$ cat src/rtl/sobel_window_seq_ctrl.sv
// Position sequencer ahead of the 3x3 line-buffer window generator: primes row 0,
// streams pixels, drains the last row with a zero flush line, and tags window centres.
module sobel_window_seq_ctrl #(
    parameter int unsigned IMG_W = 1024,
    parameter int unsigned IMG_H = 768,
    parameter int unsigned CW    = 16
) (
    input  logic          clk,
    input  logic          rst_n,
    input  logic          frame_start,
    input  logic          pix_en_in,
    input  logic [7:0]    pix_data_in,
    output logic          lb_en,
    output logic [7:0]    lb_data,
    output logic          win_valid,
    output logic [CW-1:0] center_col,
    output logic [CW-1:0] center_row,
    output logic [3:0]    border,
    output logic          busy,
    output logic          frame_done,
    output logic          err_abort,
    output logic          err_overrun
);

    localparam logic [CW-1:0] COL_LAST  = CW'(IMG_W - 1);
    localparam logic [CW-1:0] COL_PRE   = CW'(IMG_W - 2);
    localparam logic [CW-1:0] ROW_LAST  = CW'(IMG_H - 1);
    localparam logic [CW-1:0] ROW_FLUSH = CW'(IMG_H);

    typedef enum logic [1:0] {
        IDLE  = 2'd0,
        PRIME = 2'd1,
        RUN   = 2'd2,
        FLUSH = 2'd3
    } state_t;

    state_t        state, state_nxt, eff_state;
    logic [CW-1:0] in_col, in_col_nxt, in_row, in_row_nxt;
    logic [CW-1:0] flush_col, flush_col_nxt;
    logic [CW-1:0] eff_col, eff_row;
    logic [CW-1:0] win_r, win_c, ctr_r, ctr_c;
    logic          flush_last, fresh;
    logic          wv_nxt, done_nxt, abort_nxt, overrun_nxt;
    logic [3:0]    border_nxt;

    // Next-state, line-buffer drive and window tagging
    always_comb begin
        state_nxt     = state;
        in_col_nxt    = in_col;
        in_row_nxt    = in_row;
        flush_col_nxt = flush_col;
        lb_en         = 1'b0;
        lb_data       = 8'd0;
        overrun_nxt   = 1'b0;
        win_r         = '0;
        win_c         = '0;

        // The last flush cycle always completes so the frame's final window is not lost
        flush_last = (state == FLUSH) && (flush_col == COL_LAST);
        fresh      = frame_start && !flush_last;
        eff_state  = fresh ? PRIME : state;
        eff_col    = fresh ? '0 : in_col;
        eff_row    = fresh ? '0 : in_row;
        abort_nxt  = fresh && (state != IDLE);

        if (fresh) begin
            state_nxt     = PRIME;
            in_col_nxt    = '0;
            in_row_nxt    = '0;
            flush_col_nxt = '0;
        end

        case (eff_state)
            IDLE: begin
                overrun_nxt = pix_en_in;
            end
            PRIME, RUN: begin
                lb_en   = pix_en_in;
                lb_data = pix_data_in;
                win_r   = eff_row;
                win_c   = eff_col;
                if (pix_en_in) begin
                    if (eff_col == COL_LAST) begin
                        in_col_nxt = '0;
                        if (eff_row == ROW_LAST) begin
                            state_nxt     = FLUSH;
                            in_row_nxt    = '0;
                            flush_col_nxt = '0;
                        end else begin
                            state_nxt  = RUN;
                            in_row_nxt = eff_row + CW'(1);
                        end
                    end else begin
                        in_col_nxt = eff_col + CW'(1);
                    end
                end
            end
            FLUSH: begin
                lb_en       = 1'b1;
                overrun_nxt = pix_en_in;
                win_r       = ROW_FLUSH;
                win_c       = flush_col;
                if (flush_last) begin
                    flush_col_nxt = '0;
                    state_nxt     = frame_start ? PRIME : IDLE;
                end else begin
                    flush_col_nxt = flush_col + CW'(1);
                end
            end
            default: state_nxt = IDLE;
        endcase

        ctr_r      = win_r - CW'(1);
        ctr_c      = win_c - CW'(1);
        wv_nxt     = lb_en && (win_r != '0) && (win_c != '0);
        done_nxt   = flush_last;
        border_nxt = {ctr_r == '0, ctr_r == ROW_LAST, ctr_c == '0, ctr_c == COL_PRE};
    end

    // State, counters and registered outputs
    always_ff @(posedge clk or negedge rst_n) begin
        if (!rst_n) begin
            state       <= IDLE;
            in_col      <= '0;
            in_row      <= '0;
            flush_col   <= '0;
            win_valid   <= 1'b0;
            center_col  <= '0;
            center_row  <= '0;
            border      <= 4'd0;
            busy        <= 1'b0;
            frame_done  <= 1'b0;
            err_abort   <= 1'b0;
            err_overrun <= 1'b0;
        end else begin
            state       <= state_nxt;
            in_col      <= in_col_nxt;
            in_row      <= in_row_nxt;
            flush_col   <= flush_col_nxt;
            win_valid   <= wv_nxt;
            busy        <= (state_nxt != IDLE);
            frame_done  <= done_nxt;
            err_abort   <= abort_nxt;
            err_overrun <= overrun_nxt;
            if (wv_nxt) begin
                center_col <= ctr_c;
                center_row <= ctr_r;
                border     <= border_nxt;
            end
        end
    end

endmodule

$ cat config.mk
export PLATFORM = sky130hd
export DESIGN_NAME = sobel_window_seq_ctrl
export DESIGN_NICKNAME = d
export VERILOG_FILES = /design/src/rtl/sobel_window_seq_ctrl.sv
export SDC_FILE = /design/constraint.sdc
export NUM_CORES = 1
export LEC_CHECK = 0
export ABC_AREA = 0
export ABC_CLOCK_PERIOD_IN_PS = 6100
export BUFFER_PORTS_ARGS = -buffer_cell sky130_fd_sc_hd__buf_2
export CORE_MARGIN = 2
export CORE_UTILIZATION = 30
export DETAILED_ROUTE_END_ITERATION = 7
export GPL_TIMING_DRIVEN = 0
export SLEW_MARGIN = 20
export SYNTH_ARGS = -nofsm -noshare
export SYNTH_HDL_FRONTEND = slang
export SYNTH_SLANG_ARGS = --single-unit
export TNS_END_PERCENT = 10
$ cat constraint.sdc
create_clock -name clk -period 6.1 [get_ports clk]
set_clock_uncertainty 0.1 [all_clocks]
set_input_delay 1.83 -clock clk [delete_from_list [all_inputs] [get_ports clk]]
set_output_delay 1.83 -clock clk [all_outputs]
set_load 0.01 [all_outputs]
Word level (Yosys, flattened, before mapping)

Index checks and enable logic that the tools add are counted.

Output and inout bits: 50
Register bits after elaboration: 91

Reduce and logical (&&, ||, !) cells: 15
Add/sub/neg operators: 5
Muxes and demuxes: 27
Eq/ne operators: 9

Operators by type and width:

| kind                    | count |
|---|---|
| $mux W16                | 14 |
| $pmux W16 S2            | 3 |
| $eq A16 B10 Y1 const B  | 5 |
| $add A16 B1 Y16 const B | 3 |
| $logic_not A16 Y1       | 2 |
| $reduce_bool A16 Y1     | 2 |
| $sub A16 B1 Y16 const B | 2 |
| $mux W2                 | 4 |
| $mux W8                 | 1 |
| $eq A2 B2 Y1 const B    | 3 |
| $logic_and A1 B1 Y1     | 5 |
| $pmux W2 S2             | 1 |
| $reduce_bool A2 Y1      | 2 |
| $reduce_or A2 Y1        | 2 |
| $mux W1                 | 3 |
| $eq A2 B1 Y1 const B    | 1 |
| $logic_not A2 Y1        | 1 |
| $pmux W1 S2             | 1 |
| $logic_not A1 Y1        | 1 |

Logic depth before layout (Yosys ltp)

Gate-level depths: netlist (run 1).

Depth in word-level cells: 11
Gate-level depth with buffers: 22
Gate-level depth less buffers: 18

Worst setup path after synthesis (run 1)

OpenSTA, ideal clock, no wires.

Path kind: input port to flip-flop
Start: input frame_start
End: register border[1]
Arrival time: 5479 ps
Cell stages on the path: 19
Library setup time: 95 ps
Setup slack: 426 ps
Data required time: 5905 ps
Path through: o21ai_2 -> clkbuf_1 -> nand2_1 -> inv_1 -> ha_1 -> nor3b_1 -> a31o_2 -> buf_2 -> buf_2 -> buf_1 -> a22oi_1 -> ha_1 -> o21ai_0 -> a211oi_1 -> a211o_1 -> buf_6 -> nand3b_1 -> or4_1 -> o31ai_1

Word-level cells in the longest chain between the ends: 8
Elaborated cells between the ends (all ways): 17
Classes of those cells: add/sub (1); eq/ne (3); mux (6); reduce/logical (7)

RTL lines:

| item                                                    | RTL line | RTL |
|---|---|---|
| from (decl)                                             | 10       | `input logic frame_start,` |
| $logic_and A1 B1 Y1 (*)                                 | 60       | `fresh = frame_start && !flush_last;` |
| branches (longest 7 deep; another with $sub A16 B1 Y16) | --       |  |
| to (signal assigned)                                    | 148      | `border <= border_nxt;` |
| to (decl)                                               | 18       | `output logic [3:0] border,` |

Every way passes the cells marked *.
A chain may end at the register's enable or synchronous reset.

Worst setup path after layout (run 1)

Start: input frame_start
End: output lb_en

Word-level cells in the longest chain between the ends: 5
Elaborated cells between the ends (all ways): 7
Classes of those cells: eq/ne (3); mux (2); reduce/logical (2)

RTL lines:

| item                                                | RTL line | RTL |
|---|---|---|
| $logic_and A1 B1 Y1 (*)                             | 60       |  |
| $mux W2 (*)                                         | 61       | `eff_state = fresh ? PRIME : state;` |
| $eq A2 B1 Y1 / $eq A2 B2 Y1 (equally long branches) | 73       | `case (eff_state)` |
| $reduce_or A2 Y1                                    | 73       |  |
| $pmux W1 S2 (*)                                     | 73       |  |
| to (decl)                                           | 13       | `output logic lb_en,` |

Mark *: on every way between the ends. The rest lies on a longest branch, timed or not.

==> run summary, run 1 <==
Num CTS Buffers: 9
Max cap viols: 0
Max Freq: 0.170 GHz
Port bufs: 61
Pwr per Cell Area: 201 nW/um^2
Crit path to: lb_en
Pins Over Slew Limit: 0
Crit Path Class: in -> out
Cells along the critical path: buf_2, o21ai_2, clkbuf_2, nand2_1, inv_1, ha_1, nor2b_2, clkbuf_2, a21oi_2, inv_1, buf_2
Maximum fanout along the worst path: 10
Final net count: 793
First-pass GRT wire length: 26,800 microns
Type of the tightest min-delay check: reg -> reg
Top FF cell, synth: dfrtp_1
Slew @ Worst Pin: 1.11 ns
CTS tree: yes
Post-Syn Area: 5740 sq um
Required @ worst endpoint: 4.17 ns
WL final: 16,200 microns
GRT Util Overall: 0.166
Crit path DAT: 3.96 ns
R2r endpoint: border[0]
Initial core utilization: 0.306
Status: complete, no violations
RR Startpoint: flush_col[0]
Lkg Pwr: 0.00303 uW
Vias/cell: 5.32
Post-synthesis cell type count: 67
CP peak stage delay: 0.37 ns
Die Width: 142 microns
Syn_nets: 721
Utilization after layout: 0.358
Setup crit end kind: output port
Reg-to-reg slack, setup: 0.37 ns
Number of synthesized flops with an enable pin: 0
Register Area: 2280 sq um
DRT iter0 DRCs: 430
DIE AREA: 20,300 sq um
Setup violators final: 0
Fill cell count: 1,959
Synth top area share: 0.396
RSZ-0062 raised after global routing: true
Synth Warn #: 0
Worst-path clk slew: 0.06 ns
Die Y: 142 microns
Cell type with the largest total area after synthesis: dfrtp_1
Critical Path Source: frame_start
CTS sink count: 91
Register area share after synthesis: 0.396
Layout cells sized above 1: 0.151
Post-Route Setup TNS: 0 ns
Seq cells post-synth: 91
Reg2Reg Depth: 20
Area of the multi-input gates: 3260 sq um
CTS max path bufs: 2
GP Congestion: 0.873
Root buffer cell: clkbuf_16
Worst hold stages: 2
Fin crit share: 0.965
CP max stage cell: ha_1
Max rail drop VDD: 0.135 mV
Worst setup SP type: input pin
Antenna Nets Post-Route: 0
IO Pins: 62
Fin. Hold Viols: 0
Area Growth Syn to Fin: 16.9%
Async SR Flop Fraction: 1.00
Antenna violations before repair: 1
Setup bufs post-CTS: 0
Hold buffer count at CTS: 0
Core Area: 18,800 sq um
Clock latency on the worst-skew pair: 0.36 ns
Largest net degree at the start of global routing: 56
Total vias in the final route: 5,363
Avg Inst Size Synth: 8.24 sq um
Gate Count Post-Synth: 697
Num rows: 50
DR DRC count: 0
Vias in the first global route: 4,963
Relative slew slack: 0.259
Minimum clock period: 5.89 ns
Initial DRT Pass Iterations: 5
H-tree Lvls: 3
WL/cell: 16.1 microns
Top area cells in the synthesized netlist: dfrtp_1 40%, nand2_1 6.6%, o21ai_0 5.9%, nor2_1 4.6%, xnor2_1 3.2%
Hpwl dp: 12,300 microns
GRT overflow: 0
## synthesized netlist by cell type, types with 12 or more instances
library cell,instances
nor3_1,15
a21oi_1,31
nand3_1,25
nor2_1,71
clkbuf_1,35
ha_1,12
o21ai_0,68
and3_1,15
dfrtp_1,91
a31oi_1,12
a22oi_1,14
xnor2_1,21
and2_1,21
nand4_1,16
xor2_1,18
inv_1,17
nand2_1,101
## logic make-up after synthesis
group,after synthesis,synth area share
XOR/XNOR,39,0.0595
flip-flops,91,0.396
multiplexers,5,0.00980
AND/OR/NAND/NOR,311,0.270
adder cells (fa/ha/maj),12,0.0261
AO/OA/AOI/OAI,179,0.197
buffers and inverters,60,0.0416
## metal layers
| layer | track usage | wire length, microns | vias to the layer above |
|---|---|---|---|
| li1 | - | - | 2633 |
| met3 | 0.0316 | 820 | 18 |
| met2 | 0.257 | 7300 | 168 |
| met4 | 0.0604 | 296 | 0 |
| met1 | 0.231 | 7810 | 2544 |
| met5 | 0 | 0 | - |
## sequential cells by signal (all words and copies together), names as in the netlist
register,flops
border,4
busy,1
in_row,16
frame_done,1
state,2
err_abort,1
center_row,16
flush_col,16
win_valid,1
center_col,16
in_col,16
err_overrun,1
## critical path: cells and delay by family
kind / cells / cell delay, ns
adder cells (fa/ha/maj): 1 / 0.37
AO/OA/AOI/OAI: 2 / 0.45
buffers and inverters: 6 / 0.91
AND/OR/NAND/NOR: 2 / 0.40
## per-stage QoR
stage,worst slack [ns],hold WS (ns),power (uW),cells,area [sq um]
final,0.212,0.368,1350,1009,6710
after global routing,-0.0246,0.396,1410,1008,6710
after CTS,0.0556,0.373,1360,1008,6690
after detailed placement,-0.963,0.358,785,993,6380
after global placement,-0.997,0.357,782,992,6340
after floorplan,0.426,0.381,721,697,5740
## cell usage in the layout (no fill, tap or decap), types with 17 or more instances in the layout
cell type and instances:
clkbuf_1 31, buf_2 64, a21oi_1 29, and2_1 21, nand3_1 25, dfrtp_1 91, inv_1 17, o21ai_0 68
xnor2_1 21, nand2_1 101, nor2_1 71, xor2_1 18
## power by group
group          internal [uW]  switching [uW]  total [uW]
Sequential               609            5.50         614
Combinational           54.9             108         163
Clock                    331             243         574
## layout make-up
class | count | share of cell area
timing repair buffer | 62 | 0.0505
antenna | 1 | 0.000373
buffer | 42 | 0.0268
sequential | 91 | 0.339
inverter | 17 | 0.00950
clock inverter | 5 | 0.00895
clock buffer | 11 | 0.0362
multi-input combinational | 546 | 0.485
tap | 234 | 0.0436
## how the worst min path moves through the flow
stage / to / start
finish: center_col[5] / center_col[5]
global route: center_row[3] / center_row[3]
CTS: center_col[5] / center_col[5]
detailed placement: center_col[5] / center_col[5]
global placement: center_col[8] / center_col[8]
floorplan: err_abort / state[1]
## timing repair
action	in CTS	in global routing
endpoints found under the setup margin	37	7
pin swaps	0	0
resized for setup	6	8
Note: power is estimated with default switching activity, not from simulation.
==> run 2: changes to the inputs <==
- BUFFER_PORTS_ARGS: -buffer_cell sky130_fd_sc_hd__buf_2 -> -buffer_cell sky130_fd_sc_hd__buf_4
- GPL_TIMING_DRIVEN: 0 -> 1
==> run summary, run 2 (synthesis gave the netlist of run 1 again) <==
GP Congestion: 0.862 (-1.2%)
Root buffer cell: clkbuf_16
Pwr per Cell Area: 194 nW/um^2 (-3.7%)
CP max stage cell: nor2b_1
Area of the multi-input gates: 3230 sq um (-0.73%)
RSZ-0062 raised after global routing: false
H-tree Lvls: 3 (unchanged)
Final hold slack: 0.379 ns (+0.0112 ns)
IO Pins: 62 (unchanged)
Fin. Hold Viols: 0 (unchanged)
Commonest cells after routing, fill and taps aside: 101 x nand2_1, 91 x dfrtp_1, 73 x buf_4
Core Area: 18,800 sq um (unchanged)
CTS sink count: 91 (unchanged)
Max Freq: 0.191 GHz (+12%)
First-pass GRT wire length: 25,600 microns (-4.6%)
Total vias in the final route: 5,186 (-3.3%)
Die Y: 142 microns (unchanged)
Maximum fanout along the worst path: 6 (-4)
Antenna Nets Post-Route: 0 (unchanged)
Minimum clock period: 5.25 ns (-0.638 ns)
Post-CTS sizing: 0 (-6)
Final std cells w/o fill: 976 (-3.3%)
Lkg Pwr: 0.00298 uW (-1.7%)
Required @ worst endpoint: 4.17 ns (about the same)
Pre-CTS setup slack: 0.704 ns (+1.67 ns)
Num rows: 50 (unchanged)
Max cap viols: 0 (unchanged)
Die Width: 142 microns (unchanged)
Max rail drop VDD: 0.0996 mV (-26%)
WL final: 15,400 microns (-5.0%)
GRT Util Overall: 0.159 (-0.00678)
Relative slew slack: 0.316 (+0.0573)
CTS max path bufs: 2 (unchanged)
Register Area: 2280 sq um (unchanged)
Crit path buf inv count: 4 (-2)
Most common cell after layout, fill and taps aside: nand2_1
DIE AREA: 20,300 sq um (unchanged)
Crit path DAT: 3.32 ns (-0.64 ns)
Final net count: 762 (-3.9%)
Initial core utilization: 0.306 (unchanged)
Port bufs: 61 (unchanged)
Area Growth Syn to Fin: 16.4%
Pins Over Slew Limit: 0 (unchanged)
Status: complete, no violations
Largest net degree at the start of global routing: 64 (+14%)
Crit path max-delay family: simple AND/OR/NAND/NOR gates
Worst-path clk slew: 0.07 ns (about the same)
Fin crit share: 0.861 (-0.105)
CP peak stage delay: 0.34 ns (-0.03 ns)
Initial DRT Pass Iterations: 5 (unchanged)
Vias in the first global route: 4,905 (-1.2%)
DR DRC count: 0 (unchanged)
Crit Path Class: in -> out
Slew @ Worst Pin: 1.02 ns (-0.0846 ns)
Setup violators final: 0 (unchanged)
Post-Place Cells: 961 (-3.2%)
Num CTS Buffers: 9 (unchanged)
Antenna violations before repair: 0 (-1)
ANT cells: 0 (-1)
Worst Slack Setup Final: 0.851 ns (+0.638 ns)
Clock latency on the worst-skew pair: 0.35 ns (about the same)
Hold buffer count at CTS: 0 (unchanged)
DRT iter0 DRCs: 473 (+10%)
Vias/cell: 5.31 (about the same)
Post-Route Setup TNS: 0 ns (unchanged)
CTS tree: yes
Type of the tightest min-delay check: reg -> reg
GRT overflow: 0 (unchanged)
Layout cells sized above 1: 0.150 (-0.00157)
Hpwl dp: 11,300 microns (-7.9%)
Setup bufs post-CTS: 0 (unchanged)
Fill cell count: 1,979 (+1.0%)
Worst setup SP type: input pin
Setup crit end kind: output port
WL/cell: 15.8 microns (-1.7%)
Cells along the critical path: buf_4, nor2_1, inv_1, ha_1, nor2b_1, a21oi_1, inv_1, buf_4
## run 2: where the power goes
group	leakage [uW]	switching, uW	total, uW	internal, uW
Clock	0.000135	233	518	285
Combinational	0.00159	103	163	59.5
Sequential	0.00126	5.40	614	609
Total	0.00298	342	1300	953
## run 2: worst register-to-register path, cell delays in order, from the launching register on
cell and delay, ns:
dfrtp_1 0.47, ha_1 0.24, and4_1 0.28, nand3_1 0.28
o21ai_2 0.25, nand2_1 0.12, inv_1 0.07, ha_1 0.24
nor3b_1 0.15, buf_4 0.15, a31o_2 0.28, a22oi_1 0.34
ha_1 0.37, nand2_1 0.08, a21oi_1 0.23, nand2_1 0.10
xnor2_1 0.15, or4_1 0.56, o31ai_1 0.28
## run 2: final timing paths
kind	from	endpoint	slack, ns	depth (start not counted)
worst max-delay path	frame_start	lb_en	0.85	8
worst min-delay path	center_row[9]	center_row[9]	0.38	2
worst max register to register	flush_col[0]	border[0]	1.24	18
worst min register to register	center_row[9]	center_row[9]	0.38	2
max in group asynchronous	rst_n	center_row[1]	3.52	2
min in group asynchronous	rst_n	err_overrun	1.41	1
## run 2: cell type report
type	instances	area share
clock buffers	11	0.0363
clock inverters	4	0.00412
inverters	17	0.00955
multi-input cells	546	0.484
flip-flops and latches	91	0.341
well taps	234	0.0438
repair buffers	73	0.0820
## run 2: per-stage QoR
stage | total power, uW | util | instance area (sq um)
floorplan | 721 | - | 5740
finish | 1300 | 0.356 | 6680
CTS | 1320 | 0.356 | 6680
detailed placement | 789 | 0.342 | 6410
global placement | 788 | 0.342 | 6410
global route | 1360 | 0.356 | 6680
## run 2: per-layer routing
| metal | vias to the layer above | part of all wire | global-route usage |
|---|---|---|---|
| met4 | 0 | 0.025 | 0.0703 |
| met3 | 21 | 0.053 | 0.0236 |
| li1 | 2564 | - | - |
| met5 | - | 0 | 0 |
| met2 | 165 | 0.43 | 0.242 |
| met1 | 2436 | 0.49 | 0.225 |
==> run 3: changes to the inputs <==
- CORE_UTILIZATION: 30 -> 60
- PLACE_DENSITY: unset -> 0.81
==> run summary, run 3 (synthesis gave the netlist of run 1 again) <==
Clock latency on the worst-skew pair: 0.36 ns (about the same)
Status: complete, no violations
Pins Over Slew Limit: 0 (unchanged)
Total vias in the final route: 5,395 (+4.0%)
GP Congestion: 0.942 (+9.2%)
Max cap viols: 0 (unchanged)
Final net count: 761 (-0.13%)
Vias/cell: 6.19 (+17%)
Area Growth Syn to Fin: 12.6%
Hpwl dp: 11,200 microns (-0.70%)
Setup violators final: 0 (unchanged)
Net Sw Frac: 0.283 (+0.0186)
Crit Path Class: in -> out
Maximum fanout along the worst path: 17 (+11)
CTS sink count: 91 (unchanged)
DP Area: 6270 sq um (-2.2%)
Hold buffer count at CTS: 0 (unchanged)
Slew @ Worst Pin: 1.08 ns (+0.0574 ns)
Worst setup SP type: input pin
ANT cells: 0 (unchanged)
WL final: 15,100 microns (-1.9%)
Logic pwr share: 0.137 (+0.011)
Lkg Pwr: 0.00294 uW (-1.6%)
Clock Power Share: 0.340 (-0.060)
IO Pins: 62 (unchanged)
CTS max path bufs: 2 (unchanged)
H-tree Lvls: 3 (unchanged)
DRT iter0 DRCs: 636 (+34%)
GRT overflow: 0 (unchanged)
Num rows: 35 (-30%)
Design area: 6470 sq um (-3.2%)
Final hold slack: 0.380 ns (+0.000521 ns)
Post-CTS sizing: 0 (unchanged)
Sequential Power Share: 0.523 (+0.049)
Tot Pwr: 1170 uW (-9.4%)
CTS tree: yes
Largest net degree at the start of global routing: 64 (unchanged)
RSZ-0062 raised after global routing: false
Fin. Hold Viols: 0 (unchanged)
Max rail drop VDD: 0.113 mV (+14%)
Required @ worst endpoint: 4.17 ns (about the same)
Most common cell after layout, fill and taps aside: nand2_1
Root buffer cell: clkbuf_8
Relative slew slack: 0.277 (-0.0391)
Initial core utilization: 0.619 (+0.313)
Int Power: 842 uW (-12%)
Pwr per Cell Area: 181 nW/um^2 (-6.4%)
NetSw: 332 uW (-3.0%)
Max Freq: 0.175 GHz (-8.1%)
Die Y: 102 microns (-28%)
Layout cells sized above 1: 0.151 (+0.00135)
Post-Route Setup TNS: 0 ns (unchanged)
Crit path DAT: 3.78 ns (+0.46 ns)
Post-Place Cells: 855 (-11%)
Initial DRT Pass Iterations: 5 (unchanged)
DIE AREA: 10,400 sq um (-49%)
DR DRC count: 0 (unchanged)
Core Area: 9280 sq um (-51%)
Worst-path clk slew: 0.09 ns (+0.02 ns)
Die Width: 102 microns (-28%)
Final std cells w/o fill: 871 (-11%)
Fin crit share: 0.936 (+0.0755)
Port bufs: 61 (unchanged)
WL/cell: 17.4 microns (+9.9%)
Antenna violations before repair: 0 (unchanged)
Vias in the first global route: 4,855 (-1.0%)
Type of the tightest min-delay check: reg -> reg
Setup crit end kind: output port
Setup bufs post-CTS: 0 (unchanged)
Antenna Nets Post-Route: 0 (unchanged)
Num CTS Buffers: 9 (unchanged)
First-pass GRT wire length: 24,700 microns (-3.4%)
Commonest cells after routing, fill and taps aside: 101 x nand2_1, 91 x dfrtp_1, 72 x buf_4
Minimum clock period: 5.71 ns (+0.461 ns)
GRT Util Overall: 0.301 (+0.141)
==> run 3: area by class of cell <==
cell class	count	area (sq um)
clock buffers	11	151
clock inverters	5	43.8
fillers	755	2810
inverters	17	63.8
multi-input cells	546	3230
flip-flops and latches	91	2280
well taps	129	161
repair buffers	72	541
==> run 3: power by group through the flow <==
| stage | combinational (uW) | sequential, uW | clock, uW |
|---|---|---|---|
| detailed placement | 159 | 625 | 0 |
| global route | 178 | 614 | 430 |
| global placement | 156 | 625 | 0 |
| finish | 161 | 614 | 399 |
| floorplan | 96.7 | 625 | 0 |
| CTS | 160 | 613 | 402 |
==> run 3: worst max-delay path: stages <==
cell     delay, ns
buf_4         0.14
nor2_1        0.17
inv_1         0.08
ha_1          0.54
nor2b_1       0.52
a21oi_1       0.21
inv_1         0.15
buf_4         0.13
==> run 3: per-layer routing <==
metal / up-vias / global-route usage / routed length (microns)
met5: - / 0 / 0
met4: 0 / 0.105 / 383
met1: 2510 / 0.464 / 6930
met2: 295 / 0.437 / 6560
met3: 31 / 0.0369 / 1260
li1: 2559 / - / -
==> run 3: path summary, 6_finish.rpt <==
path,from,endpoint,slack (ns),depth (start not counted)
setup / recovery,frame_start,lb_en,0.39,8
hold / removal,center_col[13],center_col[13],0.38,2
setup reg to reg,flush_col[0],border[1],0.98,17
hold reg to reg,center_col[13],center_col[13],0.38,2
max in group asynchronous,rst_n,in_col[9],3.53,2
min in group asynchronous,rst_n,center_col[9],1.31,1
==> run 3: metrics by stage <==
step | setup WS, ns | util
after detailed placement | 0.414 | 0.676
after floorplan | 0.426 | -
after CTS | 0.460 | 0.697
final | 0.390 | 0.697
after global routing | 0.267 | 0.697
after global placement | 0.534 | 0.676
